==> src/rtl/seg7_scan.sv <==
// Four-digit multiplexed seven-segment driver: tick-driven digit scan with an
// anode guard interval, frame-boundary value commit and leading-zero blanking.
module seg7_scan #(
    parameter int unsigned DIGITS         = 4,
    parameter int unsigned GUARD          = 4,
    parameter bit          AN_ACTIVE_LOW  = 1'b1,
    parameter bit          SEG_ACTIVE_LOW = 1'b1,
    parameter bit          BLANK_LEADING  = 1'b1
) (
    input  logic                  inclk,
    input  logic                  rst,
    input  logic                  tick,
    input  logic [4*DIGITS-1:0]   value,
    input  logic [DIGITS-1:0]     dp_in,
    input  logic                  load,
    output logic                  ack,
    output logic [DIGITS-1:0]     an,
    output logic [6:0]            seg,
    output logic                  dp
);

    localparam int unsigned IDX_W  = (DIGITS > 1) ? $clog2(DIGITS) : 1;
    localparam int unsigned GCNT_W = 4;
    localparam int unsigned VAL_W  = 4 * DIGITS;

    localparam logic [IDX_W-1:0]  LAST_IDX = IDX_W'(DIGITS - 1);
    localparam logic [GCNT_W-1:0] GUARD_LD = GCNT_W'(GUARD);
    localparam logic [DIGITS-1:0] AN_OFF   = AN_ACTIVE_LOW ? {DIGITS{1'b1}} : {DIGITS{1'b0}};
    localparam logic [6:0]        SEG_OFF  = SEG_ACTIVE_LOW ? 7'h7F : 7'h00;
    localparam logic              DP_OFF   = SEG_ACTIVE_LOW;

    logic [IDX_W-1:0]  r_idx;
    logic [VAL_W-1:0]  r_disp;
    logic [DIGITS-1:0] r_disp_dp;
    logic [VAL_W-1:0]  r_pend_val;
    logic [DIGITS-1:0] r_pend_dp;
    logic              r_pend;
    logic [GCNT_W-1:0] r_gcnt;
    logic              r_run;
    logic              r_ack;
    logic [DIGITS-1:0] r_an;
    logic [6:0]        r_seg;
    logic              r_dp;

    logic              w_wrap;
    logic [IDX_W-1:0]  w_idx_nxt;
    logic [3:0]        w_nib;
    logic              w_dp_sel;
    logic              w_acc;
    logic [DIGITS-1:0] w_zero_from;
    logic              w_blank;
    logic [DIGITS-1:0] w_onehot;
    logic [DIGITS-1:0] w_an_on;
    logic [6:0]        w_seg_nxt;
    logic              w_dp_nxt;

    // Active-high hex to segment pattern, bit0 = a .. bit6 = g.
    function automatic logic [6:0] hex7(input logic [3:0] n);
        logic [6:0] s;
        case (n)
            4'h0:    s = 7'h3F;
            4'h1:    s = 7'h06;
            4'h2:    s = 7'h5B;
            4'h3:    s = 7'h4F;
            4'h4:    s = 7'h66;
            4'h5:    s = 7'h6D;
            4'h6:    s = 7'h7D;
            4'h7:    s = 7'h07;
            4'h8:    s = 7'h7F;
            4'h9:    s = 7'h6F;
            4'hA:    s = 7'h77;
            4'hB:    s = 7'h7C;
            4'hC:    s = 7'h39;
            4'hD:    s = 7'h5E;
            4'hE:    s = 7'h79;
            default: s = 7'h71;
        endcase
        return s;
    endfunction

    assign w_wrap    = (r_idx == LAST_IDX);
    assign w_idx_nxt = w_wrap ? '0 : r_idx + IDX_W'(1);
    assign w_onehot  = DIGITS'(1) << r_idx;
    assign w_an_on   = AN_ACTIVE_LOW ? ~w_onehot : w_onehot;

    // Select the current digit and find where the run of leading zeros starts.
    always_comb begin
        w_nib       = '0;
        w_dp_sel    = 1'b0;
        w_acc       = 1'b1;
        w_zero_from = '0;
        w_blank     = 1'b0;
        for (int i = DIGITS - 1; i >= 0; i--) begin
            w_acc          = w_acc & (r_disp[4*i +: 4] == 4'h0);
            w_zero_from[i] = w_acc;
        end
        for (int i = 0; i < DIGITS; i++) begin
            if (r_idx == IDX_W'(i)) begin
                w_nib    = r_disp[4*i +: 4];
                w_dp_sel = r_disp_dp[i];
                w_blank  = BLANK_LEADING && (i > 0) && w_zero_from[i];
            end
        end
    end

    always_comb begin
        w_seg_nxt = SEG_OFF;
        w_dp_nxt  = DP_OFF;
        if (!w_blank) begin
            w_seg_nxt = SEG_ACTIVE_LOW ? ~hex7(w_nib) : hex7(w_nib);
        end
        w_dp_nxt = SEG_ACTIVE_LOW ? ~w_dp_sel : w_dp_sel;
    end

    // Outputs stay at their off level until the first tick after reset.
    always_ff @(posedge inclk) begin
        if (rst) begin
            r_idx      <= '0;
            r_disp     <= '0;
            r_disp_dp  <= '0;
            r_pend_val <= '0;
            r_pend_dp  <= '0;
            r_pend     <= 1'b0;
            r_gcnt     <= '0;
            r_run      <= 1'b0;
            r_ack      <= 1'b0;
            r_an       <= AN_OFF;
            r_seg      <= SEG_OFF;
            r_dp       <= DP_OFF;
        end else begin
            r_ack <= load;
            if (load) begin
                r_pend_val <= value;
                r_pend_dp  <= dp_in;
            end
            // Old pending value commits even when a new one is captured this edge.
            if (tick && w_wrap && r_pend) begin
                r_disp    <= r_pend_val;
                r_disp_dp <= r_pend_dp;
            end
            if (load) begin
                r_pend <= 1'b1;
            end else if (tick && w_wrap) begin
                r_pend <= 1'b0;
            end
            if (tick) begin
                r_idx  <= w_idx_nxt;
                r_gcnt <= GUARD_LD;
                r_an   <= AN_OFF;
                r_run  <= 1'b1;
            end else if (r_gcnt != '0) begin
                r_gcnt <= r_gcnt - GCNT_W'(1);
                if (r_gcnt == GCNT_W'(1)) begin
                    r_an <= w_an_on;
                end
            end
            if (r_run) begin
                r_seg <= w_seg_nxt;
                r_dp  <= w_dp_nxt;
            end
        end
    end

    assign ack = r_ack;
    assign an  = r_an;
    assign seg = r_seg;
    assign dp  = r_dp;

endmodule

==> config.mk <==
export PLATFORM = sky130hd
export DESIGN_NAME = seg7_scan
export DESIGN_NICKNAME = d
export VERILOG_FILES = /design/src/rtl/seg7_scan.sv
export SDC_FILE = /design/constraint.sdc
export NUM_CORES = 1
export LEC_CHECK = 0
export CAP_MARGIN = 15
export CORE_UTILIZATION = 32
export DETAILED_ROUTE_END_ITERATION = 7
export HOLD_SLACK_MARGIN = 0.15
export PLACE_DENSITY = 0.51
export REMOVE_ABC_BUFFERS = 1
export SYNTH_ARGS = -nofsm -noshare
export SYNTH_HDL_FRONTEND = slang
export SYNTH_SLANG_ARGS = --single-unit
==> constraint.sdc <==
create_clock -name inclk -period 2.4 [get_ports inclk]
set_input_delay 0.48 -clock inclk [delete_from_list [all_inputs] [get_ports inclk]]
set_output_delay 0.48 -clock inclk [all_outputs]
set_load 0.02 [all_outputs]
==> summary by stage <==
Critical path
The critical path start-end classification is reg2reg. The signal on the critical path passes through inv_1 -> ha_2 -> nand3b_1 -> a211o_1 -> inv_1 -> ha_1 -> nor2_1 -> a211oi_1 -> o22a_1. The kind of start point of the critical path is a flip-flop.

Data on the critical path is required at its endpoint by 2690 ps. Counting both buffers and inverters, the worst setup path holds a total of 2. The worst-path cell with the longest stage delay is sky130_fd_sc_hd__dfxtp_1. Along the worst path, the maximum fanout reaches 12.

The worst setup path is captured at a flip-flop. Tracing the worst setup path back leads to its startpoint at r_idx[1]$_SDFFE_PP0P_. The arrival time at the worst endpoint is 2450 ps.

The startpoint identified for the worst register-to-register timing path is r_idx[1]$_SDFFE_PP0P_. The largest single stage delay on the critical path is 380 ps. The critical path's top delay family is compound AO/OA/AOI/OAI gates. The library cell appearing most often on the critical path is sky130_fd_sc_hd__inv_1.

Job
Across the run, the number of max-cap violations was 0.

GRT
The initial antenna violation count is 0. The first global-routing pass estimated 9.65 mm of wire. The maximum number of pins on one net before global-route repair is 53. The total overflow left after global routing is 0. The via count of the first global-routing pass came to 2,085.

met2 is the most crowded layer. In the global route stage, met1 resource usage came out at 0.180. The met2 usage in global routing is 0.216.

For met3 alone, demand over resource in global routing was 0.0459. The total track usage is 0.143.

Final layout
The fraction of final layout cells with drive strength greater than 1 is 0.115. The synthesis-to-layout area growth is 25.1%. The repair_antennas step left the layout with diodes totalling 0. The net count of the finished layout is 380.

Floorplanning
The initial core utilization is 0.332. The core area is 8260 um^2. The floorplan die area is 8930 um^2. For this design the top-level I/O count stands at 37. The count of standard-cell rows is 33. The die outline width is 94.5 um. The height of the die is 94.5 um.

STA
Setup repair after global routing left no endpoint under its margin. The worst path needs 2160 ps of the cycle, external delays included. Setup violations remaining at the end of the flow were counted as 0.

The final number of hold-violating endpoints was 0. The final setup skew is 5.22 ps. Of the available clock period, the critical path in the final layout requires 0.901. The tightest hold path in the finished design has a slack of 451 ps. At the pin with the least slew margin, the transition time is 569 ps. The final count of pins violating max slew is 0. For the final routed database, the setup TNS stands at 0 ps. Measured against its own limit, the worst slew margin works out to 0.621. The maximum frequency from static timing analysis is 0.462 GHz.

Placed design
At the end of routability-driven placement, the weighted congestion stood at 0.801. Detailed placement finished with a half-perimeter wire length of 3.97 mm. The count of input and output buffers is 36.

Outcome
The flow ran to the end, and the final reports show no timing, DRC or antenna violations.

CTS
In this run the deepest clock path goes through 2 buffers. The later-pin clock latency in the skew report is 340 ps. The tree is rooted in a sky130_fd_sc_hd__clkbuf_8. In this run, CTS created clock tree buffers numbering 9. The clock-pin slew on the worst setup and hold paths is 70 ps. TritonCTS built the clock tree. The number of H-tree levels is 3. Buffers added to address setup during post-CTS repair amount to 0. The sink count of the clock tree is 61.

Synth
After synthesis the netlist holds a flip-flop and latch count of 61. The commonest register cell after synthesis is sky130_fd_sc_hd__dfxtp_1. The share of the yosys chip area belonging to registers is 0.446. The count of mapped cells out of synthesis is 310. The average cell area after synthesis is 8.83 um^2. After synthesis the cells add up to 2740 um^2. In this run, distinct cell masters in the synthesized netlist total 42. The count of synthesis-stage warnings from yosys is 0. The synthesized design contains 0 enable-type register cells.

The fraction of synthesis flops using an asynchronous set or reset pin is 0.

Routing
The detail-routed net length per standard cell is 12.4 um. In the routed layout, each cell is associated on average with a via count of 4.76. The first-pass iteration count of the detailed router is 4. The remaining antenna violation count is 0.

After the first detailed-routing iteration, the DRC count stood at 68. In the routed design, unresolved DRC markers number 0. Wires add up to 5.65 mm. The detailed router placed 2,160 vias in this run.

Min path
The worst hold path belongs to the class reg2reg. The origin of the worst min-delay path is r_pend_val[13]$_SDFFE_PP0P_.

Pwr
The static leakage is 0.00135 uW. The total power density per cell area is 708 nW/um^2. The highest ir drop seen on vdd is 0.279 mV.
-- final timing paths --
check | endpoint | slack (ps) | cells after the start
setup / recovery | seg[6]$_SDFFE_PP1P_ | 240 | 9
hold / removal | r_disp[13]$_SDFFE_PP0P_ | 450 | 2
setup reg to reg | seg[6]$_SDFFE_PP1P_ | 240 | 9
hold reg to reg | r_disp[13]$_SDFFE_PP0P_ | 450 | 2
-- sequential cells by signal (all words and copies together) (netlist names) --
| register | cells |
|---|---|
| r_pend_val | 16 |
| r_pend | 1 |
| dp | 1 |
| r_run | 1 |
| an | 4 |
| r_disp_dp | 4 |
| r_gcnt | 4 |
| r_disp | 16 |
| seg | 7 |
| r_pend_dp | 4 |
| r_idx | 2 |
| ack | 1 |
-- logic make-up after synthesis --
family	Yosys count	share of synthesized area
simple gates	123	0.213
compound gates	58	0.142
xor+xnor	2	0.00640
fa+ha+maj	12	0.0548
buf+inv	30	0.0507
flops	61	0.446
mux	24	0.0878
-- repair_timing --
action / CTS / global route
hold endpoints to repair: 0 / 0
hold buffers: 0 / 0
resized for setup: 0 / 5
endpoints found under the setup margin: 0 / 7
-- where the power goes --
group	internal, uW	switching [uW]	leakage, uW
logic	160	158	0.000740
registers	1060	27.5	0.000499
clock network	622	398	0.000115
total	1840	584	0.00135
-- routing by layer --
metal	wire (um)	vias up
met5	0	-
met4	138	0
met3	256	13
met2	2440	38
met1	2810	971
li1	-	1138
-- cell usage in the layout (no fill, tap or decap), types with 5 or more instances in the layout --
cell                               n
sky130_fd_sc_hd__a21oi_1          30
sky130_fd_sc_hd__mux2i_1          24
sky130_fd_sc_hd__clkbuf_8         14
sky130_fd_sc_hd__nor2b_1           5
sky130_fd_sc_hd__clkdlybuf4s50_1  35
sky130_fd_sc_hd__nor3_1            5
sky130_fd_sc_hd__inv_1             8
sky130_fd_sc_hd__buf_4             8
sky130_fd_sc_hd__nor2_1           37
sky130_fd_sc_hd__nand3b_1          6
sky130_fd_sc_hd__ha_1              8
sky130_fd_sc_hd__dfxtp_1          61
sky130_fd_sc_hd__nand2_1          50
-- worst register-to-register path, stage by stage (launching register included) --
cell	delay [ps]
sky130_fd_sc_hd__dfxtp_1	380
sky130_fd_sc_hd__inv_1	90
sky130_fd_sc_hd__ha_2	250
sky130_fd_sc_hd__nand3b_1	180
sky130_fd_sc_hd__a211o_1	340
sky130_fd_sc_hd__inv_1	150
sky130_fd_sc_hd__ha_1	210
sky130_fd_sc_hd__nor2_1	70
sky130_fd_sc_hd__a211oi_1	260
sky130_fd_sc_hd__o22a_1	180
-- final cells by class --
| class | instances | area [um^2] |
|---|---|---|
| clock buffers | 14 | 193 |
| fillers | 853 | 4830 |
| clock inverters | 2 | 37.5 |
| repair buffers | 44 | 415 |
| well taps | 105 | 131 |
| multi-input cells | 219 | 1390 |
| flip-flops and latches | 61 | 1220 |
| inverters | 9 | 33.8 |
-- per-stage QoR --
stage          utilization  cells  setup WS, ps  instance area, um^2  power (uW)
6_report             0.415    454           238                 3420        2420
3_5_place_dp         0.385    438           139                 3180        1430
5_1_grt              0.415    454          18.5                 3420        2550
4_1_cts              0.413    454           124                 3410        2470
2_1_floorplan            -    289           256                 2630        1290
3_3_place_gp         0.385    438           173                 3180        1430
-- synth_stat cells (2+ instances only) --
master / n / area (um^2)
sky130_fd_sc_hd__o22a_1: 3 / 26.3
sky130_fd_sc_hd__a211o_1: 4 / 35.0
sky130_fd_sc_hd__inv_1: 8 / 30.0
sky130_fd_sc_hd__nor2b_1: 5 / 31.3
sky130_fd_sc_hd__buf_2: 3 / 15.0
sky130_fd_sc_hd__clkbuf_1: 15 / 56.3
sky130_fd_sc_hd__nand3b_1: 6 / 45.0
sky130_fd_sc_hd__xnor2_1: 2 / 17.5
sky130_fd_sc_hd__a211oi_1: 4 / 30.0
sky130_fd_sc_hd__nand2b_1: 2 / 12.5
sky130_fd_sc_hd__nor4_1: 3 / 18.8
sky130_fd_sc_hd__o211ai_1: 4 / 30.0
sky130_fd_sc_hd__a31oi_1: 2 / 12.5
sky130_fd_sc_hd__nor3b_1: 3 / 22.5
sky130_fd_sc_hd__dfxtp_1: 61 / 1220
sky130_fd_sc_hd__a21oi_1: 30 / 150
sky130_fd_sc_hd__o21ai_0: 2 / 10.0
sky130_fd_sc_hd__nand2_1: 50 / 188
sky130_fd_sc_hd__buf_6: 3 / 33.8
sky130_fd_sc_hd__or2_2: 2 / 12.5
sky130_fd_sc_hd__ha_1: 12 / 150
sky130_fd_sc_hd__nor2_1: 37 / 139
sky130_fd_sc_hd__mux2i_1: 24 / 240
sky130_fd_sc_hd__nor3_1: 6 / 30.0
sky130_fd_sc_hd__a311oi_2: 2 / 30.0
Note: power is estimated with default switching activity, not from simulation.
